[config.mk]
export PLATFORM = sky130hd
export DESIGN_NAME = random_event_timer
export DESIGN_NICKNAME = d
export VERILOG_FILES = /design/src/rtl/random_timer_pkg.sv /design/src/rtl/random_event_timer.sv
export SDC_FILE = /design/constraint.sdc
export NUM_CORES = 1
export LEC_CHECK = 0
export BUFFER_PORTS_ARGS = -buffer_cell sky130_fd_sc_hd__buf_2
export CORE_MARGIN = 5
export CORE_UTILIZATION = 55
export CTS_BUF_LIST = sky130_fd_sc_hd__clkbuf_4 sky130_fd_sc_hd__clkbuf_8 sky130_fd_sc_hd__clkbuf_16
export DETAILED_ROUTE_END_ITERATION = 6
export PLACE_DENSITY_LB_ADDON = 0.05
export SKIP_LAST_GASP = 1
export SYNTH_ARGS = -nofsm -noshare
export SYNTH_HDL_FRONTEND = slang
export SYNTH_SLANG_ARGS = --single-unit
[constraint.sdc]
create_clock -name clk -period 2.65 [get_ports clk]
set_clock_uncertainty 0.05 [all_clocks]
set_input_delay 0.3975 -clock clk [delete_from_list [all_inputs] [get_ports clk]]
set_output_delay 0.3975 -clock clk [all_outputs]
set_load 0.02 [all_outputs]
[src/rtl/random_timer_pkg.sv]
// Shared types and helpers for the randomized enemy-fire timer.
// Holds the timer state encoding and the delay clamp.
package random_timer_pkg;

  typedef enum logic [2:0] {
    IDLE,
    REQ,
    WAIT,
    COUNT,
    FIRE
  } timer_state_t;

  function automatic int unsigned clamp_delay(
    input int unsigned v,
    input int unsigned lo,
    input int unsigned hi
  );
    if (v < lo)
      return lo;
    else if (v > hi)
      return hi;
    else
      return v;
  endfunction

endpackage

[src/rtl/random_event_timer.sv]
// Requests a random value, clamps it into a tick window, counts
// frame ticks down and holds a fire request until acknowledged.
module random_event_timer
  import random_timer_pkg::*;
#(
  parameter int unsigned SIZE_BITS    = 11,
  parameter int unsigned CNT_BITS     = 11,
  parameter int unsigned MIN_DELAY    = 30,
  parameter int unsigned MAX_DELAY    = 255,
  parameter int unsigned LATCH_CYCLES = 2
) (
  input  logic                 clk,
  input  logic                 resetN,
  input  logic                 enable,
  input  logic                 tick,
  input  logic [SIZE_BITS-1:0] rand_val,
  input  logic                 fire_ack,
  output logic                 rand_req,
  output logic                 fire,
  output logic                 busy,
  output logic [CNT_BITS-1:0]  ticks_left
);

  localparam int unsigned WAIT_W = (LATCH_CYCLES > 1) ?
    $clog2(LATCH_CYCLES) : 1;
  localparam logic [WAIT_W-1:0] WAIT_LAST =
    WAIT_W'(LATCH_CYCLES - 1);
  localparam logic [CNT_BITS-1:0] ONE = CNT_BITS'(1);

  timer_state_t      state;
  logic [WAIT_W-1:0] wait_cnt;

  assign busy = (state != IDLE);

  always_ff @(posedge clk or negedge resetN) begin
    if (!resetN) begin
      state      <= IDLE;
      rand_req   <= 1'b0;
      fire       <= 1'b0;
      ticks_left <= '0;
      wait_cnt   <= '0;
    end else begin
      rand_req <= 1'b0;
      // Dropping enable abandons everything, even a same-cycle tick/ack.
      if (!enable) begin
        state      <= IDLE;
        fire       <= 1'b0;
        ticks_left <= '0;
        wait_cnt   <= '0;
      end else begin
        unique case (state)
          IDLE: begin
            state    <= REQ;
            rand_req <= 1'b1;
          end
          REQ: begin
            state    <= WAIT;
            wait_cnt <= '0;
          end
          WAIT: begin
            if (wait_cnt == WAIT_LAST) begin
              ticks_left <= CNT_BITS'(clamp_delay(
                32'(rand_val), MIN_DELAY, MAX_DELAY));
              wait_cnt   <= '0;
              state      <= COUNT;
            end else begin
              wait_cnt <= wait_cnt + WAIT_W'(1);
            end
          end
          COUNT: begin
            if (tick) begin
              ticks_left <= ticks_left - ONE;
              if (ticks_left == ONE) begin
                state <= FIRE;
                fire  <= 1'b1;
              end
            end
          end
          FIRE: begin
            if (fire_ack) begin
              fire     <= 1'b0;
              state    <= REQ;
              rand_req <= 1'b1;
            end
          end
          default: begin
            state <= IDLE;
          end
        endcase
      end
    end
  end

endmodule

==> summary.txt <==
Synthesis
  – Flops & latches, synth: 17
  – Distinct cells, synth: 45
  – Simple-Gate Fraction of Synth Area: 29.6%
  – Largest area contributor in the netlist: dfrtp_1
  – Post-synthesis compound-gate area fraction: between 20% and 30%
  – Cells after synthesis: 125
  – Largest family of logic cells by synthesized area: simple AND/OR/NAND/NOR gates
  – Synth Area in Adders: roughly 2.2%
  – Most frequent cell after synthesis: dfrtp_1
  – Ys flop type: dfrtp_1
  – Async SR Flop Fraction: 100%
  – Synth Area in XOR/XNOR: under 10%
  – Mux cell area share after synthesis: 0.887%
  – Post-synth top area share: between 30% and 40%
  – Number of synthesized flops with an enable pin: 0
  – Syn Nets: 143
  – Post-synthesis sequential area ratio: between 30 and 40%
  – Number of synthesis warnings: 0
  – Avg Cell Area, Syn: between 9 and 10 µm²
  – Synth area leaders: dfrtp_1 (38%), o21ai_0 (5.3%), nand2_1 (5.0%)
  – Post-synth top cells: dfrtp_1 (17), nand2_1 (15), o21ai_0 (12), a21oi_1 (6), nand3b_1 (6)
  – Post-Syn Area: 1130 µm²

Final layout
  – N_diodes: 0
  – Fin nets: 171
  – Layout cells sized above 1: 25.0%
  – Area grow syn2layout: 15.5%
  – Number of fillers in the final layout: between 150 and 200
  – Post-route cell area: around 1300 µm²

Job
  – Maximum capacitance violations: 0

Detailed routing
  – Vias/cell: roughly 6
  – Routed wire length: between 2 and 3 mm
  – Initial drt markers: 55
  – Final antenna-violating net count: 0
  – DRC errors left: 0
  – DRT Pass-1 Iters: 4
  – Routed WL per cell: around 16 µm
  – Via count: around 1.1k

Timing
  – RSZ-0062 raised after global routing: no
  – Hold WS: ~380 ps
  – Worst setup margin: ~690 ps
  – Setup TNS: 0 ps
  – Max Slew Vio Count: 0
  – Hold Fails Final Rpt: 0
  – Post-route clock period utilization: ~74%
  – Setup violations, final: 0
  – Measured slew at the worst slew-check pin: a little under 600 ps
  – Max-slew headroom: between 60% and 70%
  – Max Fclk: ~510 MHz
  – Fin crit period: approximately 2000 ps

Clocking
  – Clock sink count: 17
  – CTS tree: done
  – Root buffer cell: clkbuf_4
  – Max H-tree Level: 1
  – Post-CTS sizing: 0
  – Worst-path clk slew: 90 ps
  – CTS buffer count: 3
  – Max Buffers Root-to-Sink: 2
  – Clk_lat worst skew: 280 ps

Placement
  – Placed Area: 1260 µm²
  – Gpl congestion: around 0.76
  – PortBufs: 29
  – Dpl ws: 784 ps
  – Post-DP HPWL: 2.12 mm

Die
  – Die X: between 50 and 60 µm
  – Chip height: approximately 55 µm
  – Die Area: ~3100 µm²
  – IO Count: 30
  – Starting Density: about 58%
  – Row count: 16
  – CORE AREA: around 2000 µm²

Critical path
  – Crit path max fanout: 7
  – CP cell instances: inv_1 > ha_1 > nor3b_1 > nand2_1 > o211a_1 > a211o_1
  – CP max-delay cell: nor3b_1
  – Critical Path RT: 2780 ps
  – Crit path largest cell delay: approximately 460 ps
  – CP Class: reg2reg
  – Worst path top cell family by delay: simple AND/OR/NAND/NOR gates
  – CP arrival: between 2000 and 2500 ps
  – CP startpoint kind: flop
  – Worst setup EP type: flop
  – CP Buf/Inv Count: 1

Global route
  – Vias in the first global route: between 1k and 1.5k
  – Overall routing resource usage: just under 20%
  – Maximum number of pins on one net before global-route repair: 18
  – First-pass GRT wire length: 4.91 mm
  – Initial antenna violation count: 0
  – Total gr overflow: 0

Pwr
  – Power density over cell area: approximately 460 nW/µm²
  – Peak VDD IR: between 0.0002 and 0.0003 V
  – LEAKAGE: just over 0.6 nW

Status
  – Status: finished, final reports clean

Hold path
  – Class of the worst hold path: in2reg
[registers in the layout, summed over array words and instances (netlist names)]
signal,flops
fire,1
state,3
ticks_left,11
wait_cnt,1
rand_req,1
[cell families after synthesis]
logic type               count (synthesis)
flip-flops                              17
multiplexers                             1
AO/OA/AOI/OAI                           37
adder cells (fa/ha/maj)                  2
buffers and inverters                   11
XOR/XNOR                                 2
AND/OR/NAND/NOR                         55
[worst register-to-register path, delay by kind of cell (launching register included)]
kind                       cells  cell delay [ps]
DFF                            1              450
buffers and inverters          1              100
adders and majority gates      1              180
and+or+nand+nor                2              620
AOI/OAI and AO/OA              2              460
[routing by layer]
metal | share of wire (%) | global-route usage (%) | wire [µm]
met2 | 48 | 32.6 | 1360
met5 | 0 | 0 | 0
met3 | 6.1 | 5.59 | 172
met1 | 45 | 25.6 | 1270
met4 | 0.36 | 3.13 | 10
[power breakdown]
part           switching (W)  total (W)  internal (W)
clock network      0.0000732   0.000142     0.0000688
registers          0.0000263   0.000300      0.000274
logic              0.0000911   0.000155     0.0000638
[final timing paths]
path / from / to / slack, ps / cells past startpoint
setup / recovery: ticks_left[0]$_DFFE_PN0P_ / ticks_left[8]$_DFFE_PN0P_ / 690 / 6
hold / removal: rand_val[0] / ticks_left[0]$_DFFE_PN0P_ / 380 / 3
setup reg to reg: ticks_left[0]$_DFFE_PN0P_ / ticks_left[8]$_DFFE_PN0P_ / 690 / 6
hold reg to reg: fire$_DFFE_PN0P_ / fire$_DFFE_PN0P_ / 510 / 2
max in group asynchronous: resetN / ticks_left[1]$_DFFE_PN0P_ / 1790 / 2
min in group asynchronous: resetN / rand_req$_DFF_PN0_ / 500 / 2
[placed cells by master, fill, tap and decap left out, types with 2 or more instances in the layout]
cell / synthesis / final
buf_2: 2 / 29
dfrtp_1: 17 / 17
nand2_1: 15 / 15
o21ai_0: 12 / 12
a21oi_1: 6 / 6
nand3b_1: 6 / 6
inv_1: 4 / 4
nor3_1: 4 / 4
a32o_1: 4 / 4
clkbuf_4: 0 / 4
nor2_1: 3 / 3
and3_1: 3 / 3
nand3_1: 3 / 3
o31ai_1: 3 / 3
or3_1: 2 / 2
nor4b_1: 2 / 2
nor2b_1: 2 / 2
nor3b_1: 2 / 2
xnor2_1: 2 / 2
nor4_1: 2 / 2
o21a_1: 2 / 2
ha_1: 2 / 2
[through the flow]
stage                     utilization (%)  total power (W)  cells
after detailed placement             64.4         0.000457    174
final                                66.5         0.000597    179
after floorplan                         -         0.000408    125
after global routing                 66.5         0.000635    179
after global placement               64.4         0.000452    174
after CTS                            66.5         0.000602    179
[area by class of cell]
type / count / area [µm²] / area share, %
clock buffers: 4 / 30.0 / 2.30
inverters: 4 / 15.0 / 1.15
multi-input cells: 97 / 644 / 49.4
flip-flops and latches: 17 / 425 / 32.6
well taps: 27 / 33.8 / 2.59
repair buffers: 30 / 155 / 11.9
[what timing repair did]
action / CTS / global route
hold buffers: 1 / 0
buffers inserted: 0 / 0
hold endpoints to repair: 17 / 0
(Power assumes the default switching activity.)
